File: config.mk
export PLATFORM = sky130hd
export DESIGN_NAME = jk_bank_sequencer_flat
export DESIGN_NICKNAME = d
export VERILOG_FILES = /design/src/rtl/jk_bank_sequencer_if.sv /design/src/rtl/jk_bank_sequencer.sv /design/src/flat_wrapper.sv
export SDC_FILE = /design/constraint.sdc
export NUM_CORES = 1
export LEC_CHECK = 0
export CAP_MARGIN = 20
export CORE_MARGIN = 2
export CORE_UTILIZATION = 41
export CTS_CLUSTER_DIAMETER = 100
export DETAILED_ROUTE_END_ITERATION = 10
export HOLD_SLACK_MARGIN = 0.05
export PLACE_DENSITY = 0.9
export REMOVE_ABC_BUFFERS = 1
export SLEW_MARGIN = 15
export SYNTH_ARGS = -nofsm -noshare
export SYNTH_HDL_FRONTEND = slang
export SYNTH_SLANG_ARGS = --single-unit
File: constraint.sdc
create_clock -name Clk -period 3 [get_ports Clk]
set_clock_uncertainty 0.15 [all_clocks]
set_input_delay 0.75 -clock Clk [delete_from_list [all_inputs] [get_ports Clk]]
set_output_delay 0.75 -clock Clk [all_outputs]
set_load 0.05 [all_outputs]
File: src/rtl/jk_bank_sequencer_if.sv
// Valid/ready command channel from one requester to the JK bank sequencer.
// The requester drives op/mask under valid; the sequencer answers with ready.
interface jk_bank_sequencer_if #(
  parameter int WIDTH = 8
);
  logic             valid;
  logic [1:0]       op;
  logic [WIDTH-1:0] mask;
  logic             ready;

  modport master (output valid, op, mask, input ready);
  modport slave  (input valid, op, mask, output ready);
endinterface

File: src/rtl/jk_bank_sequencer.sv
// Round-robin command sequencer for a bank of JK flip-flops: accept, apply J/K
// for one cycle, let the bank settle, then hand the new Q back to the requester.
module jk_bank_sequencer #(
  parameter int WIDTH = 8
) (
  input  logic              Clk,
  input  logic              rst,
  jk_bank_sequencer_if.slave req0,
  jk_bank_sequencer_if.slave req1,
  output logic [WIDTH-1:0]  J,
  output logic [WIDTH-1:0]  K,
  input  logic [WIDTH-1:0]  Q_in,
  output logic              resp_valid,
  output logic              resp_id,
  output logic [WIDTH-1:0]  resp_q,
  input  logic              resp_ready,
  output logic              busy
);

  typedef enum logic [1:0] {
    S_IDLE,
    S_APPLY,
    S_SETTLE,
    S_RESP
  } state_t;

  state_t           state, state_next;
  logic             last_grant;
  logic             id_q;
  logic             grant_id;
  logic             accept;
  logic [1:0]       sel_op;
  logic [WIDTH-1:0] sel_mask;

  // NOTE: every signal written here gets a default first, so no path can leave
  // one unassigned and infer a latch.
  always_comb begin
    state_next = state;
    accept     = 1'b0;
    req0.ready = 1'b0;
    req1.ready = 1'b0;
    // On a tie the requester that did not win last time goes next.
    if (req0.valid && req1.valid) grant_id = ~last_grant;
    else                          grant_id = req1.valid;

    unique case (state)
      S_IDLE: begin
        if (rst && (req0.valid || req1.valid)) begin
          accept     = 1'b1;
          state_next = S_APPLY;
          if (grant_id) req1.ready = 1'b1;
          else          req0.ready = 1'b1;
        end
      end
      S_APPLY:  state_next = S_SETTLE;
      S_SETTLE: state_next = S_RESP;
      S_RESP:   if (resp_ready) state_next = S_IDLE;
      default:  state_next = S_IDLE;
    endcase
  end

  // NOTE: sequential state uses non-blocking assignments so every register
  // samples pre-edge values regardless of block ordering.
  always_ff @(posedge Clk) begin
    if (!rst) state <= S_IDLE;
    else      state <= state_next;
  end

  assign sel_op   = grant_id ? req1.op   : req0.op;
  assign sel_mask = grant_id ? req1.mask : req0.mask;

  // J/K are loaded on the accept edge and cleared on the next one, so they are
  // nonzero only for the APPLY cycle. Op bit 1 means J, op bit 0 means K.
  always_ff @(posedge Clk) begin
    if (!rst) begin
      J          <= '0;
      K          <= '0;
      last_grant <= 1'b1;
      id_q       <= 1'b0;
      resp_q     <= '0;
      resp_id    <= 1'b0;
    end else begin
      J <= '0;
      K <= '0;
      if (accept) begin
        J          <= sel_mask & {WIDTH{sel_op[1]}};
        K          <= sel_mask & {WIDTH{sel_op[0]}};
        id_q       <= grant_id;
        last_grant <= grant_id;
      end
      if (state == S_SETTLE) begin
        resp_q  <= Q_in;
        resp_id <= id_q;
      end
    end
  end

  assign resp_valid = (state == S_RESP);
  assign busy       = (state != S_IDLE);

endmodule

File: src/flat_wrapper.sv
// flat-port wrapper written by rule: the top's interface ports become plain ports
module jk_bank_sequencer_flat 
#(
  parameter int WIDTH = 8
)
  (Clk, rst, J, K, Q_in, resp_valid, resp_id, resp_q, resp_ready, busy, req0_valid, req0_op, req0_mask, req0_ready, req1_valid, req1_op, req1_mask, req1_ready);
  jk_bank_sequencer_if #(.WIDTH(WIDTH)) req0_i ();
  jk_bank_sequencer_if #(.WIDTH(WIDTH)) req1_i ();
  input  logic Clk;
  input  logic rst;
  output logic [WIDTH-1:0] J;
  output logic [WIDTH-1:0] K;
  input  logic [WIDTH-1:0] Q_in;
  output logic resp_valid;
  output logic resp_id;
  output logic [WIDTH-1:0] resp_q;
  input  logic resp_ready;
  output logic busy;
  input wire logic [$bits(req0_i.valid)-1:0] req0_valid;
  input wire logic [$bits(req0_i.op)-1:0] req0_op;
  input wire logic [$bits(req0_i.mask)-1:0] req0_mask;
  output wire logic [$bits(req0_i.ready)-1:0] req0_ready;
  input wire logic [$bits(req1_i.valid)-1:0] req1_valid;
  input wire logic [$bits(req1_i.op)-1:0] req1_op;
  input wire logic [$bits(req1_i.mask)-1:0] req1_mask;
  output wire logic [$bits(req1_i.ready)-1:0] req1_ready;
  assign req0_i.valid = req0_valid;
  assign req0_i.op = req0_op;
  assign req0_i.mask = req0_mask;
  assign req0_ready = req0_i.ready;
  assign req1_i.valid = req1_valid;
  assign req1_i.op = req1_op;
  assign req1_i.mask = req1_mask;
  assign req1_ready = req1_i.ready;
  jk_bank_sequencer #(.WIDTH(WIDTH)) u_core (.Clk(Clk), .rst(rst), .req0(req0_i), .req1(req1_i), .J(J), .K(K), .Q_in(Q_in), .resp_valid(resp_valid), .resp_id(resp_id), .resp_q(resp_q), .resp_ready(resp_ready), .busy(busy));
endmodule
### Word level (Yosys, flattened, before mapping)

Cells that the tools add are included.

| word-level totals | value |
|---|---|
| input port bits | 33 |
| output and inout port bits | 29 |
| flip-flop bits (word level) | 29 |
| word-level logic and storage cells | 36 |

| cells by class | value |
|---|---|
| reduce and logical (&&, ||, !) cells | 7 |
| equality and inequality tests | 5 |
| bitwise operators | 3 |
| multiplexer cells | 14 |

Operators with widths:

| kind | number |
|---|---|
| $and A8 B8 Y8 | 2 |
| $mux W1 | 9 |
| $mux W8 | 1 |
| $pmux W2 S4 | 1 |
| $mux W2 | 3 |
| $eq A2 B2 Y1 const B | 2 |
| $ne A2 B1 Y1 const B | 2 |
| $reduce_and A2 Y1 | 2 |
| $eq A2 B1 Y1 const B | 1 |
| $logic_and A1 B1 Y1 | 2 |
| $logic_not A2 Y1 | 1 |
| $reduce_bool A2 Y1 | 1 |
| $logic_or A1 B1 Y1 | 1 |
| $not A1 Y1 | 1 |

### Depth between registers and ports, before layout

Gate-level depths: netlist of run 1.

| logic depth | value |
|---|---|
| depth in word-level cells | 5 |
| depth in mapped cells | 7 |
| mapped depth without buffers | 5 |

### Worst setup path after synthesis of run 1

OpenSTA, ideal clock, no wires.

| path | value |
|---|---|
| path kind | input to output |
| start | in rst |
| end | out req0_ready |
| cell stages on the path | 3 |
| arrival | 1.453 ns |
| path buffers | 1 |
| path slack | 0.647 ns |
| data required time | 2.100 ns |
| cell sequence | and2_1 > buf_6 > and3_1 |

| on the way | value |
|---|---|
| cells in the longest elaborated chain, start to end | 3 |

RTL lines:

| item | RTL line | text |
|---|---|---|
| start: declaration | flat_wrapper.sv:10 | `input logic rst;` |
| $logic_and A1 B1 Y1 | jk_bank_sequencer.sv:48 | `if (rst && (req0.valid \|\| req1.valid)) begin` |
| $mux W1 | jk_bank_sequencer.sv:48 |  |
| $mux W1 | jk_bank_sequencer.sv:46 | `unique case (state)` |
| end: declaration | flat_wrapper.sv:22 | `output wire logic [$bits(req0_i.ready)-1:0] req0_ready;` |

Every way passes these cells.

### Worst setup path in the final report of run 1

| path | value |
|---|---|
| start | reg u_core.state[0] |
| end | out busy |

| on the way | value |
|---|---|
| cells in the longest elaborated chain, start to end | 1 |

RTL lines:

| item | RTL line | text |
|---|---|---|
| start: declaration | jk_bank_sequencer.sv:27 | `state_t state, state_next;` |
| start signal: assignment | jk_bank_sequencer.sv:66 | `else state <= state_next;` |
| $reduce_bool A2 Y1 | jk_bank_sequencer.sv:99 | `assign busy = (state != S_IDLE);` |
| end: declaration | flat_wrapper.sv:18 | `output logic busy;` |

Every way passes these cells.

==> results of run 1 <==
==> cell usage after synthesis, drive strengths merged, types with 2 or more instances <==
cell	n	area (µm²)
dfxtp	29	581
a21oi	16	80.1
mux2i	13	130
nand3	9	45.0
nor2	9	33.8
nand4	7	43.8
buf	5	42.5
inv	5	18.8
ha	4	50.1
nand2	3	11.3
and2	2	15.0
clkbuf	2	8.75
nand3b	2	15.0
==> how the worst max path moves through the flow <==
stage | to | cells past startpoint
2_1_floorplan | req0_ready | 2
3_3_place_gp | req0_ready | 3
3_5_place_dp | req1_ready | 4
4_1_cts | busy | 4
5_1_grt | busy | 4
6_report | busy | 4
==> final cells by class <==
class / count / share of cell area
clock buffers: 6 / 0.0221
flip-flops and latches: 29 / 0.310
inverters: 5 / 0.0100
well taps: 31 / 0.0207
multi-input cells: 74 / 0.266
clock inverters: 2 / 0.00535
repair buffers: 68 / 0.365
==> flip-flops by register name, indices dropped and copies added (netlist names) <==
name,count
u_core.J,8
u_core.last_grant,1
u_core.resp_q,8
u_core.resp_id,1
u_core.state,2
u_core.id_q,1
u_core.K,8
==> metrics by stage <==
stage	instances	utilization	setup WS, ns	hold slack [ns]
global route	215	0.690	0.124	0.386
finish	215	0.690	0.187	0.346
floorplan	108	-	0.462	0.302
detailed placement	207	0.671	0.285	0.330
CTS	215	0.690	0.177	0.351
global placement	207	0.671	0.310	0.312
==> power breakdown <==
part	switching, mW	internal (mW)
sequential	0.0364	0.448
combinational	0.414	0.267
clock	0.129	0.0889
total	0.579	0.805
==> routing by layer <==
layer  up-vias  global-route usage
li1        543                   -
met1       536               0.222
met2        41               0.378
met3         9              0.0680
met4         0              0.0797
met5         -                   0
==> cell families after synthesis <==
family                   Yosys count  share of synthesized area
adder cells (fa/ha/maj)            4                     0.0436
multiplexers                      13                      0.113
buffers and inverters             12                     0.0610
AO/OA/AOI/OAI                     21                      0.113
AND/OR/NAND/NOR                   36                      0.163
flip-flops                        29                      0.505
==> worst register-to-register path: stages (launching register included) <==
cell and delay [ns]:
dfxtp_1 0.34, inv_1 0.10, ha_1 0.54, mux2i_1 0.29, nor2_1 0.07
==> results.json, run 1 <==
{
  "period_minus_slack_ns": 2.81,
  "final_cell_mix": "clkdlybuf4s50_1 (59), dfxtp_1 (29), a21oi_1 (16)",
  "htree_levels": 2,
  "critPathBufInv": 3,
  "crit_required_ns": 2.10,
  "crit_path_start_kind": "flip-flop",
  "p_leak_nw": 0.718,
  "drtAntennaViolNets": 0,
  "max-cap-violations": 0,
  "wl_met3_um": 197,
  "min_to": "u_core.resp_q[1]",
  "gp_congestion": 0.764,
  "fillerInstances": 215,
  "crit_chain": "inv_1, ha_1, inv_1, clkdlybuf4s50_1",
  "cts-root-buf": "clkbuf_4",
  "antenna_found_initial": 0,
  "tritoncts.num_buffers": 5,
  "track_usage": 0.208,
  "powerDensity_nw_per_um2": 740,
  "cp_max_fo": 3,
  "routed_wl_mm": 3.14,
  "grt_pass1_wl_mm": 5.05,
  "ctsHoldBuffers": 0,
  "cpMaxStageDelayCell": "clkdlybuf4s50_1",
  "initial_core_util": 0.424,
  "dpl_cell_area_um2": 1820,
  "synth.distinct_cells": 26,
  "crit_top_cell": "inv_1",
  "dieWidth_um": 56.9,
  "ir_drop_mv": 0.529,
  "end_kind": "output pin",
  "multi_input_area_um2": 498,
  "crit_arrival_ns": 1.91,
  "tightest_slew_ns": 0.587,
  "grt_overflow": 0,
  "post-route-drc-count": 0,
  "r2r_slack_ns": 1.39,
  "port_buffers": 61,
  "final_common_cell": "clkdlybuf4s50_1",
  "slew_headroom": 0.609,
  "worstReg2RegStart": "u_core.state[0]",
  "wl_per_cell_um": 14.6,
  "synthCells": 115,
  "n_antenna_cell": 0,
  "post_cts_buffers": 0,
  "dieArea_um2": 3240,
  "hold_viol": 0,
  "slowest_delay_ns": 0.80,
  "grt_pass1_vias": 1085,
  "wl_met2_mm": 1.73,
  "syn_area_um2": 1150,
  "clock_path_buffers": 2,
  "drtIter0Drc": 23,
  "routed.top_layer": "met4",
  "synth_ff_type": "dfxtp_1",
  "placementRows": 19,
  "yosys_warnings": 0,
  "cts.sinks": 29,
  "clkTransAtPathRegs_ns": 0.08,
  "rr_endpoint": "u_core.resp_q[6]",
  "avgSynthCellArea_um2": 9.99,
  "grt_start_max_net_pins": 15,
  "final-setup-viol-count": 0,
  "io_pins": 62,
  "ys_seq_area_frac": 0.505,
  "ys_seq_elements": 29,
  "die_h_um": 56.9,
  "fp.coreArea_um2": 2710,
  "cp_top_family": "buffers and inverters",
  "tns_ns": 0,
  "rr_worst_depth": 4,
  "clk_latency_ns": 0.32,
  "holdPathStages": 2,
  "status": "completed",
  "met1_length_mm": 1.15,
  "holdCritStartpoint": "u_core.resp_q[1]",
  "cts_tree": "yes",
  "critPathKind": "flip-flop to output pin",
  "maxSlewViolCount": 0,
  "max_freq_mhz": 355,
  "stdcell_area_um2": 1870,
  "drtPass1Iterations": 4,
  "place_hpwl_mm": 2.49,
  "final.period_utilization": 0.938,
  "layout.nets": 220,
  "power.total_mw": 1.38,
  "drive_gt1_frac": 0.0978,
  "post_cts_resized": 0,
  "synth-edff-count": 0,
  "async_reset_ff_frac": 0,
  "areaGrowthSynthToFinish_pct": 62.9,
  "vias_per_cell": 5.25,
  "grt_setup_unrepaired": "false",
  "vias": 1129,
  "critPathLaunch": "u_core.state[0]",
  "seqCellArea_um2": 581,
  "hold_class": "flip-flop to flip-flop"
}
Note: power is estimated with default switching activity, not from simulation.
==> inputs of run 2 (changes only) <==
MAX_ROUTING_LAYER = met4   (was default)
SETUP_SLACK_MARGIN = 0.5   (was default)
==> results.json, run 2 (synthesized netlist as in run 1, its figures left out) <==
{
  "tns_ns": 0,
  "dieWidth_um": 56.9,
  "vias_per_cell": 5.15,
  "clock_path_buffers": 2,
  "max-cap-violations": 0,
  "crit_path_start_kind": "primary input",
  "cts_tree": "yes",
  "pre_cts_slack_ns": 0.285,
  "max_freq_mhz": 405,
  "die_h_um": 56.9,
  "stdcell_area_um2": 1880,
  "crit_arrival_ns": 1.57,
  "post-route-drc-count": 0,
  "ctsHoldBuffers": 0,
  "dpl_cell_area_um2": 1820,
  "final_cell_mix": "clkdlybuf4s50_1 (54), dfxtp_1 (29), a21oi_1 (16)",
  "antenna_found_initial": 0,
  "grt_start_max_net_pins": 15,
  "fp.coreArea_um2": 2710,
  "period_minus_slack_ns": 2.47,
  "placementRows": 19,
  "track_usage": 0.216,
  "clk_latency_ns": 0.32,
  "crit_required_ns": 2.10,
  "drive_gt1_frac": 0.119,
  "worstReg2RegStart": "u_core.state[0]",
  "routed_wl_mm": 3.15,
  "drtIter0Drc": 17,
  "vias": 1112,
  "gp_congestion": 0.774,
  "place_hpwl_mm": 2.49,
  "hold_viol": 0,
  "holdCritStartpoint": "u_core.resp_q[1]",
  "layout.nets": 221,
  "reg.largest.list": "u_core.J (8), u_core.K (8), u_core.resp_q (8)",
  "end_kind": "output pin",
  "powerDensity_nw_per_um2": 738,
  "n_antenna_cell": 0,
  "areaGrowthSynthToFinish_pct": 63.3,
  "tightest_slew_ns": 0.581,
  "clkTransAtPathRegs_ns": 0.08,
  "dieArea_um2": 3240,
  "critPathLaunch": "req0_valid",
  "power.total_mw": 1.39,
  "maxSlewViolCount": 0,
  "grt_overflow": 0,
  "grt_setup_unrepaired": "false",
  "holdWs_ns": 0.346,
  "io_pins": 62,
  "ir_drop_mv": 0.518,
  "cts-root-buf": "clkbuf_4",
  "grt_pass1_vias": 1115,
  "postLayoutSetupSlackWorst_ns": 0.530,
  "drtPass1Iterations": 4,
  "status": "completed",
  "critPathKind": "primary input to output pin",
  "initial_core_util": 0.424,
  "wl_per_cell_um": 14.6,
  "grt_pass1_wl_mm": 5.09,
  "tritoncts.num_buffers": 5,
  "htree_levels": 2,
  "final.period_utilization": 0.823,
  "fillerInstances": 215,
  "cp_max_fo": 5,
  "final_common_cell": "clkdlybuf4s50_1",
  "port_buffers": 61,
  "drtAntennaViolNets": 0,
  "final-setup-viol-count": 0,
  "hold_class": "flip-flop to flip-flop",
  "slew_headroom": 0.612,
  "cts.sinks": 29,
  "p_leak_nw": 0.733
}
run 2: power by group:
| part | switching [mW] | total [mW] | leakage, nW | internal, mW |
|---|---|---|---|---|
| Clock | 0.127 | 0.216 | 0.0320 | 0.0889 |
| Sequential | 0.0359 | 0.484 | 0.236 | 0.448 |
| Combinational | 0.417 | 0.685 | 0.465 | 0.268 |
run 2: final cells by class:
cell class | instances | area, µm² | share of cell area
Timing Repair Buffer | 69 | 681 | 0.363
Sequential cell | 29 | 581 | 0.310
Multi-Input combinational cell | 74 | 505 | 0.270
Clock buffer | 6 | 41.3 | 0.0220
Tap cell | 31 | 38.8 | 0.0207
Inverter | 5 | 18.8 | 0.0100
Clock inverter | 2 | 10.0 | 0.00534
run 2: repair_timing:
item | 4_1_cts | 5_1_grt
buffers inserted | 1 | 0
setup endpoints to repair | 4 | 1
gates resized for setup | 7 | 2
pin swaps | 1 | 0
run 2: layer usage:
| metal | GRT usage | share of wire | vias to the layer above |
|---|---|---|---|
| met2 | 0.369 | 0.54 | 47 |
| met5 | - | 0 | - |
| li1 | - | - | 543 |
| met1 | 0.216 | 0.37 | 511 |
| met4 | 0.113 | 0.028 | 0 |
| met3 | 0.0748 | 0.063 | 11 |
run 2: path summary, 6_finish.rpt:
path	to	cells past startpoint	slack (ns)
setup / recovery	req1_ready	4	0.53
hold / removal	u_core.resp_q[1]	2	0.35
setup reg to reg	u_core.K[4]	7	1.35
hold reg to reg	u_core.resp_q[1]	2	0.35
run 2: critical path, cell delays in order:
cell	delay, ns
dlygate4sd2_1	0.32
a21boi_4	0.19
and2_4	0.18
buf_12	0.13
run 2: stage by stage:
step                      instances  utilization
after floorplan                 108            -
after global placement          207        0.671
after detailed placement        207        0.671
after CTS                       216        0.693
after global routing            216        0.692
final                           216        0.692
==> inputs of run 3 (changes only) <==
CORE_UTILIZATION = 38   (was 41)
PLACE_DENSITY = 0.84   (was 0.9)
clock period = 2.3 ns   (was 3 ns; I/O delays follow)
==> results.json, run 3 (synthesized netlist as in run 1, its figures left out) <==
{
  "drtIter0Drc": 44,
  "final-setup-viol-count": 0,
  "max-cap-violations": 0,
  "maxSlewViolCount": 0,
  "areaGrowthSynthToFinish_pct": 78.6,
  "ctsHoldBuffers": 0,
  "power_frac_comb": 0.558,
  "failed_checks": "DRC",
  "crit_arrival_ns": 1.39,
  "pre_cts_slack_ns": -0.0632,
  "vias_per_cell": 5.20,
  "p_int_mw": 1.29,
  "p_seq_frac": 0.292,
  "hold_viol": 0,
  "crit_chain": "inv_2, ha_4, and2_4, and3_4, buf_12",
  "place_hpwl_mm": 2.59,
  "vias": 1201,
  "stdcell_area_um2": 2050,
  "grt_pass1_vias": 1248,
  "max_freq_mhz": 473,
  "p_clk_frac": 0.150,
  "track_usage": 0.236,
  "gp_congestion": 0.832,
  "die_h_um": 59.0,
  "critPathKind": "flip-flop to output pin",
  "io_pins": 62,
  "period_minus_slack_ns": 2.12,
  "clkTransAtPathRegs_ns": 0.10,
  "finish.utilization": 0.731,
  "initial_core_util": 0.409,
  "clock_path_buffers": 2,
  "n_antenna_cell": 0,
  "tns_ns": 0,
  "antenna_found_initial": 0,
  "routed_wl_mm": 3.79,
  "ir_drop_mv": 0.760,
  "power.switching_mw": 0.875,
  "tritoncts.num_buffers": 5,
  "final.period_utilization": 0.920,
  "tightest_slew_ns": 0.591,
  "dieArea_um2": 3480,
  "layout.nets": 237,
  "end_kind": "output pin",
  "p_sw_frac": 0.405,
  "htree_levels": 2,
  "drtPass1Iterations": 7,
  "reg.largest.list": "u_core.J (8), u_core.K (8), u_core.resp_q (8)",
  "final_cell_mix": "clkdlybuf4s50_1 (29), dfxtp_1 (27), buf_4 (20)",
  "cts_tree": "yes",
  "post-route-drc-count": 4,
  "clk_latency_ns": 0.34,
  "grt_setup_unrepaired": "true",
  "fp.coreArea_um2": 2810,
  "slowest_delay_ns": 0.34,
  "grt_overflow": 0,
  "dieWidth_um": 59.0,
  "grt_pass1_wl_mm": 5.77,
  "cp_max_fo": 3,
  "drtAntennaViolNets": 0,
  "slew_headroom": 0.606,
  "cts-root-buf": "clkbuf_4",
  "status": "finished, violations left",
  "final_common_cell": "clkdlybuf4s50_1",
  "hold_class": "flip-flop to flip-flop",
  "wl_per_cell_um": 16.4,
  "drive_gt1_frac": 0.355,
  "p_leak_nw": 0.840,
  "powerDensity_nw_per_um2": 1050,
  "crit_path_start_kind": "flip-flop",
  "dpl_cell_area_um2": 1860,
  "cpMaxStageDelayCell": "dfxtp_2",
  "postLayoutSetupSlackWorst_ns": 0.185,
  "grt_start_max_net_pins": 14,
  "port_buffers": 61,
  "crit_required_ns": 1.57,
  "placementRows": 19,
  "cts.sinks": 29
}
## run 3: changes by cell type in the layout (fill, tap and decap cells not counted), moves of 2 or more
cell / change
clkdlybuf4s50_1: -25
buf_6: +4
dlygate4sd2_1: -3
clkinv_2: -2
inv_1: -3
clkdlybuf4s15_2: +17
inv_4: +2
dfxtp_2: +2
buf_4: +12
ha_1: -2
ha_4: +2
dfxtp_1: -2
buf_2: +8
## run 3: worst max-delay path: cells and delay by family, from the launching register on
kind          cells  cell delay (ns)
fa+ha+maj         1             0.14
buf+inv           2             0.21
flops             1             0.34
simple gates      2             0.35
## run 3: worst paths after layout
| kind | startpoint | to | slack, ns | cells past startpoint |
|---|---|---|---|---|
| setup / recovery | u_core.state[1] | req0_ready | 0.18 | 5 |
| setup reg to reg | u_core.state[1] | u_core.resp_q[7] | 0.57 | 5 |
| hold / removal | u_core.resp_q[1] | u_core.resp_q[1] | 0.35 | 2 |
| hold reg to reg | u_core.resp_q[1] | u_core.resp_q[1] | 0.35 | 2 |
## run 3: per-stage QoR
stage               cells  hold WS, ns  power, mW
floorplan             108        0.302       1.19
global placement      212        0.315       1.56
detailed placement    212        0.340       1.58
CTS                   224        0.353       2.03
global route          231        0.391       2.26
finish                231        0.350       2.16
## run 3: final cells by class
class,count,area [µm²]
timing repair buffer,85,821
inverter,5,23.8
sequential,29,583
multi-input combinational,74,531
clock buffer,7,55.1
fill,212,753
tap,31,38.8
## run 3: per-layer routing
metal  track usage  wire length, µm  vias up
met4         0.140               65        0
met5             -                0        -
li1              -                -      573
met2         0.411             2110       44
met3        0.0480              210        7
met1         0.243             1410      577
## run 3: power groups by stage
stage	clock network (mW)	registers, mW	logic, mW
after floorplan	0	0.827	0.366
after global placement	0	0.634	0.922
after detailed placement	0	0.642	0.943
after CTS	0.324	0.629	1.08
after global routing	0.357	0.640	1.26
final	0.324	0.631	1.21
## run 3: repair_timing
action / in CTS / in global routing
gates resized for setup: 96 / 21
setup buffers: 5 / 7
endpoints found under the setup margin: 43 / 13
pin swaps: 2 / 3
